--- src/rtl/sigan_multi.sv ---
// sigan_multi: multi-channel start/stop gated signature analyzer.
// One gate FSM drives CHANNELS parallel LFSR compressors and a shared window clock counter.
module sigan_multi #(
    parameter int                WIDTH    = 16,
    parameter logic [WIDTH-1:0]  TAPS     = 16'h8940,
    parameter int                CHANNELS = 4,
    parameter int                CNT_W    = 16
) (
    input  logic                      clock,
    input  logic                      reset,
    input  logic                      clk_en,
    input  logic                      start,
    input  logic                      stop,
    input  logic                      start_inv,
    input  logic                      stop_inv,
    input  logic                      hold,
    input  logic                      rearm,
    input  logic [CHANNELS-1:0]       data,
    output logic [CHANNELS*WIDTH-1:0] signature,
    output logic [CNT_W-1:0]          count,
    output logic                      valid,
    output logic [CHANNELS-1:0]       unstable,
    output logic                      gate
);

    typedef enum logic [2:0] {IDLE, ARMED, RUN_W, RUN, HELD} state_t;

    state_t                    state_reg, state_next;
    logic                      s_lvl, p_lvl, running, window_end;
    logic [CNT_W-1:0]          cnt_reg, cnt_inc, count_reg;
    logic [CHANNELS*WIDTH-1:0] lfsr_reg, lfsr_shift, sig_reg;
    logic [CHANNELS-1:0]       diff, unstable_reg;
    logic                      valid_reg, have_prev_reg;

    assign s_lvl      = start ^ start_inv;
    assign p_lvl      = stop ^ stop_inv;
    assign running    = (state_reg == RUN) || (state_reg == RUN_W);
    assign window_end = clk_en && !rearm && (state_reg == RUN) && p_lvl;
    assign cnt_inc    = (&cnt_reg) ? cnt_reg : cnt_reg + CNT_W'(1);

    always_ff @(posedge clock or posedge reset) begin
        if (reset) state_reg <= IDLE;
        else       state_reg <= state_next;
    end

    // rearm overrides the gate FSM on every clock, enabled or not
    always_comb begin
        state_next = state_reg;
        if (rearm) begin
            state_next = IDLE;
        end else if (clk_en) begin
            case (state_reg)
                IDLE:    if (!s_lvl) state_next = ARMED;
                ARMED:   if (s_lvl) state_next = p_lvl ? RUN_W : RUN;
                RUN_W:   if (!p_lvl) state_next = RUN;
                RUN:     if (p_lvl) state_next = hold ? HELD : (s_lvl ? IDLE : ARMED);
                HELD:    state_next = HELD;
                default: state_next = IDLE;
            endcase
        end
    end

    genvar gi;
    generate
        for (gi = 0; gi < CHANNELS; gi++) begin : g_ch
            logic [WIDTH-1:0] word;
            assign word = lfsr_reg[gi*WIDTH +: WIDTH];
            assign lfsr_shift[gi*WIDTH +: WIDTH] = {word[WIDTH-2:0], data[gi] ^ (^(word & TAPS))};
            assign diff[gi] = lfsr_shift[gi*WIDTH +: WIDTH] != sig_reg[gi*WIDTH +: WIDTH];
        end
    endgenerate

    always_ff @(posedge clock or posedge reset) begin
        if (reset) begin
            lfsr_reg      <= '0;
            cnt_reg       <= '0;
            sig_reg       <= '0;
            count_reg     <= '0;
            unstable_reg  <= '0;
            valid_reg     <= 1'b0;
            have_prev_reg <= 1'b0;
        end else begin
            valid_reg <= window_end;
            // Words and counter sit at zero outside the window, so entry starts clean
            if (rearm || !running) begin
                lfsr_reg <= '0;
                cnt_reg  <= '0;
            end else if (clk_en) begin
                lfsr_reg <= lfsr_shift;
                cnt_reg  <= cnt_inc;
            end
            if (rearm) begin
                have_prev_reg <= 1'b0;
            end else if (window_end) begin
                sig_reg       <= lfsr_shift;
                count_reg     <= cnt_inc;
                unstable_reg  <= have_prev_reg ? diff : '0;
                have_prev_reg <= 1'b1;
            end
        end
    end

    assign signature = sig_reg;
    assign count     = count_reg;
    assign valid     = valid_reg;
    assign unstable  = unstable_reg;
    assign gate      = running;

endmodule

--- config.mk ---
export PLATFORM = sky130hd
export DESIGN_NAME = sigan_multi
export DESIGN_NICKNAME = d
export VERILOG_FILES = /design/src/rtl/sigan_multi.sv
export SDC_FILE = /design/constraint.sdc
export NUM_CORES = 1
export LEC_CHECK = 0
export CELL_PAD_IN_SITES_DETAIL_PLACEMENT = 1
export CELL_PAD_IN_SITES_GLOBAL_PLACEMENT = 2
export CORE_MARGIN = 1
export CORE_UTILIZATION = 31
export CTS_BUF_LIST = sky130_fd_sc_hd__clkbuf_8 sky130_fd_sc_hd__clkbuf_16
export CTS_CLUSTER_SIZE = 14
export DETAILED_ROUTE_END_ITERATION = 8
export HOLD_SLACK_MARGIN = 0.1
export MAX_ROUTING_LAYER = met4
export PLACE_DENSITY_LB_ADDON = 0.1
export SLEW_MARGIN = 20
export SYNTH_ARGS = -nofsm -noshare
export SYNTH_HDL_FRONTEND = slang
export SYNTH_SLANG_ARGS = --single-unit
--- constraint.sdc ---
create_clock -name clock -period 7.9 [get_ports clock]
set_input_delay 1.975 -clock clock [delete_from_list [all_inputs] [get_ports clock]]
set_output_delay 1.975 -clock clock [all_outputs]
set_load 0.05 [all_outputs]
* Yosys cells after proc, flatten, opt, wreduce, memory -nomap -nowiden
Index checks and enable logic that the tools add are counted.
** Storage, ports and cells
- Flip-flop bits (word level) :: 169
- Input bits :: 13
- Logic and storage cells :: 64
** Cells by class
- $add $sub $neg :: 1
- Equality and inequality tests :: 12
- Multiplexer cells :: 18
- Bitwise logic cells :: 7
- Reductions and logical operators :: 18
** Operator list (count)
- $mux 64 :: 2
- $ne 16x16->1 :: 4
- $reduce_xor 16->1 :: 4
- $mux 16 :: 3
- $mux 3 :: 7
- $add 16x1->16 const B :: 1
- $reduce_and 16->1 :: 1
- $pmux 3 s5 :: 1
- $ne 3x3->1 const B :: 4
- $eq 3x2->1 const B :: 2
- $reduce_bool 2->1 :: 3
- $xor 1x1->1 :: 6
- $reduce_and 5->1 :: 1
- $mux 1 :: 4
- $mux 4 :: 1
- $eq 3x1->1 const B :: 1
- $eq 3x3->1 const B :: 1
- $logic_and 1x1->1 :: 3
- $logic_not 3->1 :: 1
- $logic_not 1->1 :: 2
- $logic_or 1x1->1 :: 2
- $reduce_and 2->1 :: 1
- $not 1->1 :: 1

* Depth between registers and ports, before layout
- Depth after elaboration :: 7
- Depth in mapped cells :: 8
- Mapped depth without buffers :: 6

* Worst setup path after synthesis
Ideal clock, no wire load.
- Kind :: input-to-reg
- Start point :: in clk_en
- End point :: reg lfsr_reg[10]
- Setup time :: 132 ps
- Data arrival time :: 3008 ps
- Data required time :: 7768 ps
- Path slack :: 4760 ps
- Stages on the path :: 5
- Buffers on the path :: 3
- Cell sequence :: clkbuf_1 > clkbuf_1 > buf_2 > mux2i_1 > nor2_1
** Between the ends
- Longest elaborated chain between the ends :: 1
** Ends and longest elaborated chain
- from (decl) :: RTL line 11 : input logic clk_en,
- $reduce_bool 2->1 (no source line)
- to (signal assigned) :: RTL line 89 : lfsr_reg <= lfsr_shift;
- to (decl) :: RTL line 31 : logic [CHANNELS*WIDTH-1:0] lfsr_reg, lfsr_shift, sig_reg;
Every way passes these cells.
A chain may end at the register's enable or synchronous reset.

* Worst setup path after layout
- Start point :: in rearm
- End point :: reg count_reg[13] (netlist: count[13])
** Between the ends
- Longest elaborated chain between the ends :: 5
- Elaborated cells on any way between the ends :: 6
- Classes of those cells :: 1 x bitwise; 5 x reduce/logical
** Ends and longest elaborated chain
- from (decl) :: RTL line 17 : input logic rearm,
- $logic_not 1->1 :: RTL line 38 : assign window_end = clk_en && !rearm && (state_reg == RUN) && p_lvl;
- $logic_and 1x1->1 (3 in a row) :: RTL line 38
- $reduce_and 2->1 (no source line) (*)
- to (signal assigned) :: RTL line 96 : count_reg <= cnt_inc;
- to (decl) :: RTL line 30 : logic [CNT_W-1:0] cnt_reg, cnt_inc, count_reg;
Mark *: on every way between the ends. The rest lies on a longest branch, timed or not.

==> flow_summary.rst <==
.. list-table::
   :header-rows: 1

   * - Metric
     - Value
   * - Effective utilization at floorplan
     - 32.0%
   * - Ant diodes
     - 0
   * - Setup clock skew after layout
     - 0.0108 ns
   * - Number of nets with antenna violations after routing
     - 0
   * - Fmax achieved
     - 0.234 GHz
   * - Class of the most critical setup path
     - input port to flip-flop
   * - Area share of the largest cell type after synthesis
     - 53.7%
   * - Routed via count
     - 5768
   * - CTS tree
     - built
   * - Static Leak
     - 0.00453 uW
   * - FFs w/ async S/R, synth
     - 100%
   * - Site Rows
     - 57
   * - First-pass iteration count of the detailed router
     - 4
   * - Detailed Route Iter0 Violations
     - 212
   * - Status
     - finished, final reports clean
   * - Final number of setup-violating endpoints
     - 0
   * - Floorplan die width
     - 161 um
   * - Fillers
     - 2776
   * - Count of cells resized by post-cts repair
     - 0
   * - Count of input and output buffers
     - 98
   * - Routed WL per cell
     - 17.3 um
   * - H-Tree Level Count
     - 4
   * - Aggregate global routing overflow
     - 0
   * - Sinks on the clock net
     - 169
   * - Commonest cells in the netlist
     - nand2_1, dfrtp_1, nor2_1, mux2i_1, xnor2_1
   * - Flop and latch count out of synthesis
     - 169
   * - Net count after synthesis
     - 807
   * - Share of final-layout standard cells stronger than drive strength 1
     - 5.27%
   * - Global placement routability congestion
     - 0.744
   * - Number of flops mapped to enable cells by yosys
     - 0
   * - Post-synth cell types
     - 43
   * - Clock network latency to the later pin of the worst-skew pair
     - 0.42 ns
   * - Standard cell area after detailed placement
     - 0.00915 mm2
   * - Yosys warning total
     - 0
   * - Minimum clock period after layout
     - 4.28 ns
   * - Floorplan die height
     - 161 um
   * - Syn-to-layout area delta
     - 23.9%
   * - Count of final max-slew check failures
     - 0
   * - Post-synthesis sequential area ratio
     - 53.7%
   * - Most frequently used cell type in the post-synthesis netlist
     - nand2_1
   * - Residual DRC count
     - 0
   * - Global Route met1 Usage
     - 24.7%
   * - DR vias/cell
     - 4.74
   * - Number of standard cells after synthesis
     - 793
   * - Total number of nets in the final design
     - 893
   * - Class of the most critical hold timing path
     - flip-flop to flip-flop
   * - Synthesized area per cell
     - 9.94 um2
   * - Half-perimeter wire length of the detailed placement result
     - 13.9 mm
   * - First-pass GRT wire length
     - 35.0 mm
   * - Pwr dens
     - 189 mW/mm2
   * - Top Ports
     - 99
   * - Clock input transition at the sequential cells of the worst setup and hold paths
     - 0.07 ns
   * - Worst-path fanout max
     - 37
   * - Post-Synthesis Cell Area
     - 0.00788 mm2
   * - Largest net degree at the start of global routing
     - 76
   * - Final routed wirelength across all metal layers
     - 21.1 mm
   * - Antenna violations before repair
     - 0
   * - Max_cap viols
     - 0
   * - Most instantiated flip-flop cell in the synthesis netlist
     - dfrtp_1
   * - Least-Margin Pin Slew
     - 0.921 ns
   * - Ranking of synthesized cells by area
     - dfrtp_1, nand2_1, mux2i_1
   * - Area of the placeable core
     - 0.0246 mm2
   * - Vias in the first global route
     - 6285
   * - Worst EP required
     - 8.25 ns
   * - Accumulated negative setup slack
     - 0 ns
   * - Cell with the largest stage delay on the worst path
     - inv_2
   * - Buffer cell driving the clock tree root
     - clkbuf_16
   * - Critical Path Sink Type
     - flip-flop
   * - Total Die Area
     - 0.0261 mm2
   * - Fin crit share
     - 54.2%
   * - Maximum VDD drop
     - 0.000108 V
   * - Relative max-transition margin
     - 38.6%
   * - Global route hottest layer
     - met2
   * - Global-route track usage on met3
     - 2.54%
   * - Data arrival time of the critical path
     - 4.63 ns
   * - Cell-by-cell trace of the critical path
     - clkdlybuf4s50_1 -> and2b_1 -> nand3_4 -> inv_2 -> buf_4 -> nor2_1 -> a21oi_1
   * - Final Hold Fails
     - 0
   * - Worst path max stage delay
     - 0.56 ns
   * - Max clock buf depth
     - 2
   * - Total routing resource utilization after global routing
     - 17.7%
   * - Critical Path Source Type
     - input port
   * - Final non-filler cell area
     - 0.00976 mm2
   * - RSZ-0062 raised after global routing
     - no
   * - Cell taking the most area after synthesis
     - dfrtp_1
   * - Number of hold buffers added after CTS
     - 0
   * - Inserted Clock Buffers
     - 17
   * - Fraction of met2 tracks used by global routing
     - 27.1%
   * - Post-CTS repair timing setup buffer count
     - 0
==> critical path, delay by kind of cell <==
| kind | cells | cell delay, ns |
|---|---|---|
| AO/OA/AOI/OAI | 1 | 0.13 |
| buffers and inverters | 3 | 1.58 |
| AND/OR/NAND/NOR | 3 | 0.90 |
==> metal layers <==
layer | share of wire [%] | wire [um]
met5 | 0 | 0
met4 | 0.86 | 182
met3 | 2.1 | 442
met2 | 47 | 9820
met1 | 50 | 10600
==> worst paths after layout <==
| kind | startpoint | end | slack [ns] | depth (start not counted) |
|---|---|---|---|---|
| hold / removal | count[9] | count[9] | 0.49 | 2 |
| min in group asynchronous | reset | lfsr_reg[26] | 2.06 | 2 |
| setup reg to reg | state_reg[2] | count[13] | 5.05 | 7 |
| hold reg to reg | count[9] | count[9] | 0.49 | 2 |
| max in group asynchronous | reset | cnt_reg[7] | 4.61 | 3 |
| setup / recovery | rearm | count[13] | 3.62 | 7 |
==> placed cells by master (no fill, tap or decap), drive strengths merged, types with 2 or more instances in the layout <==
cell / instances
o21ai: 32
nor3: 5
clkinvlp: 2
xor2: 38
mux2i: 65
nor2b: 4
and2b: 2
o211ai: 7
clkdlybuf4s50: 97
xnor3: 4
and2: 3
nor2: 86
nand2b: 2
nand3: 5
nand2: 210
o2111ai: 3
and3: 6
nor4: 8
and4: 3
inv: 12
buf: 7
xnor2: 57
clkinv: 4
nand4: 16
a21oi: 9
o21a: 4
dfrtp: 169
bufinv: 3
clkbuf: 18
a211oi: 2
==> cells by family after synthesis <==
logic type / count (synthesis) / share of synthesized area (%)
AO/OA/AOI/OAI: 61 / 4.56
XOR/XNOR: 99 / 11.7
adder cells (fa/ha/maj): 1 / 0.159
buffers and inverters: 44 / 2.59
flip-flops: 169 / 53.7
multiplexers: 65 / 8.26
AND/OR/NAND/NOR: 354 / 19.1
==> final cells by class <==
| class | count | area [um2] | share of cell area [%] |
|---|---|---|---|
| timing repair buffer | 104 | 1020 | 10.5 |
| inverter | 7 | 31.3 | 0.320 |
| sequential | 169 | 4230 | 43.3 |
| clock buffer | 18 | 439 | 4.50 |
| clock inverter | 14 | 171 | 1.76 |
| tap | 324 | 405 | 4.15 |
| multi-input combinational | 580 | 3460 | 35.5 |
==> where the power goes <==
part	total (uW)	leakage, uW	switching [uW]	internal [uW]
logic	95.4	0.00187	66.2	29.3
registers	876	0.00236	5.69	870
clock network	874	0.000299	365	509
==> per-stage QoR <==
| step | instances | utilization, % | hold WS, ns | power (uW) | worst slack (ns) |
|---|---|---|---|---|---|
| final | 1216 | 39.7 | 0.486 | 1850 | 3.62 |
| after global routing | 1216 | 39.7 | 0.521 | 1910 | 3.31 |
| after CTS | 1216 | 39.7 | 0.484 | 1870 | 3.56 |
| after detailed placement | 1184 | 37.2 | 0.474 | 991 | 3.11 |
| after global placement | 1184 | 37.2 | 0.471 | 989 | 3.26 |
| after floorplan | 793 | - | 0.492 | 954 | 1.35 |
Power figures use the tool's default switching activity.
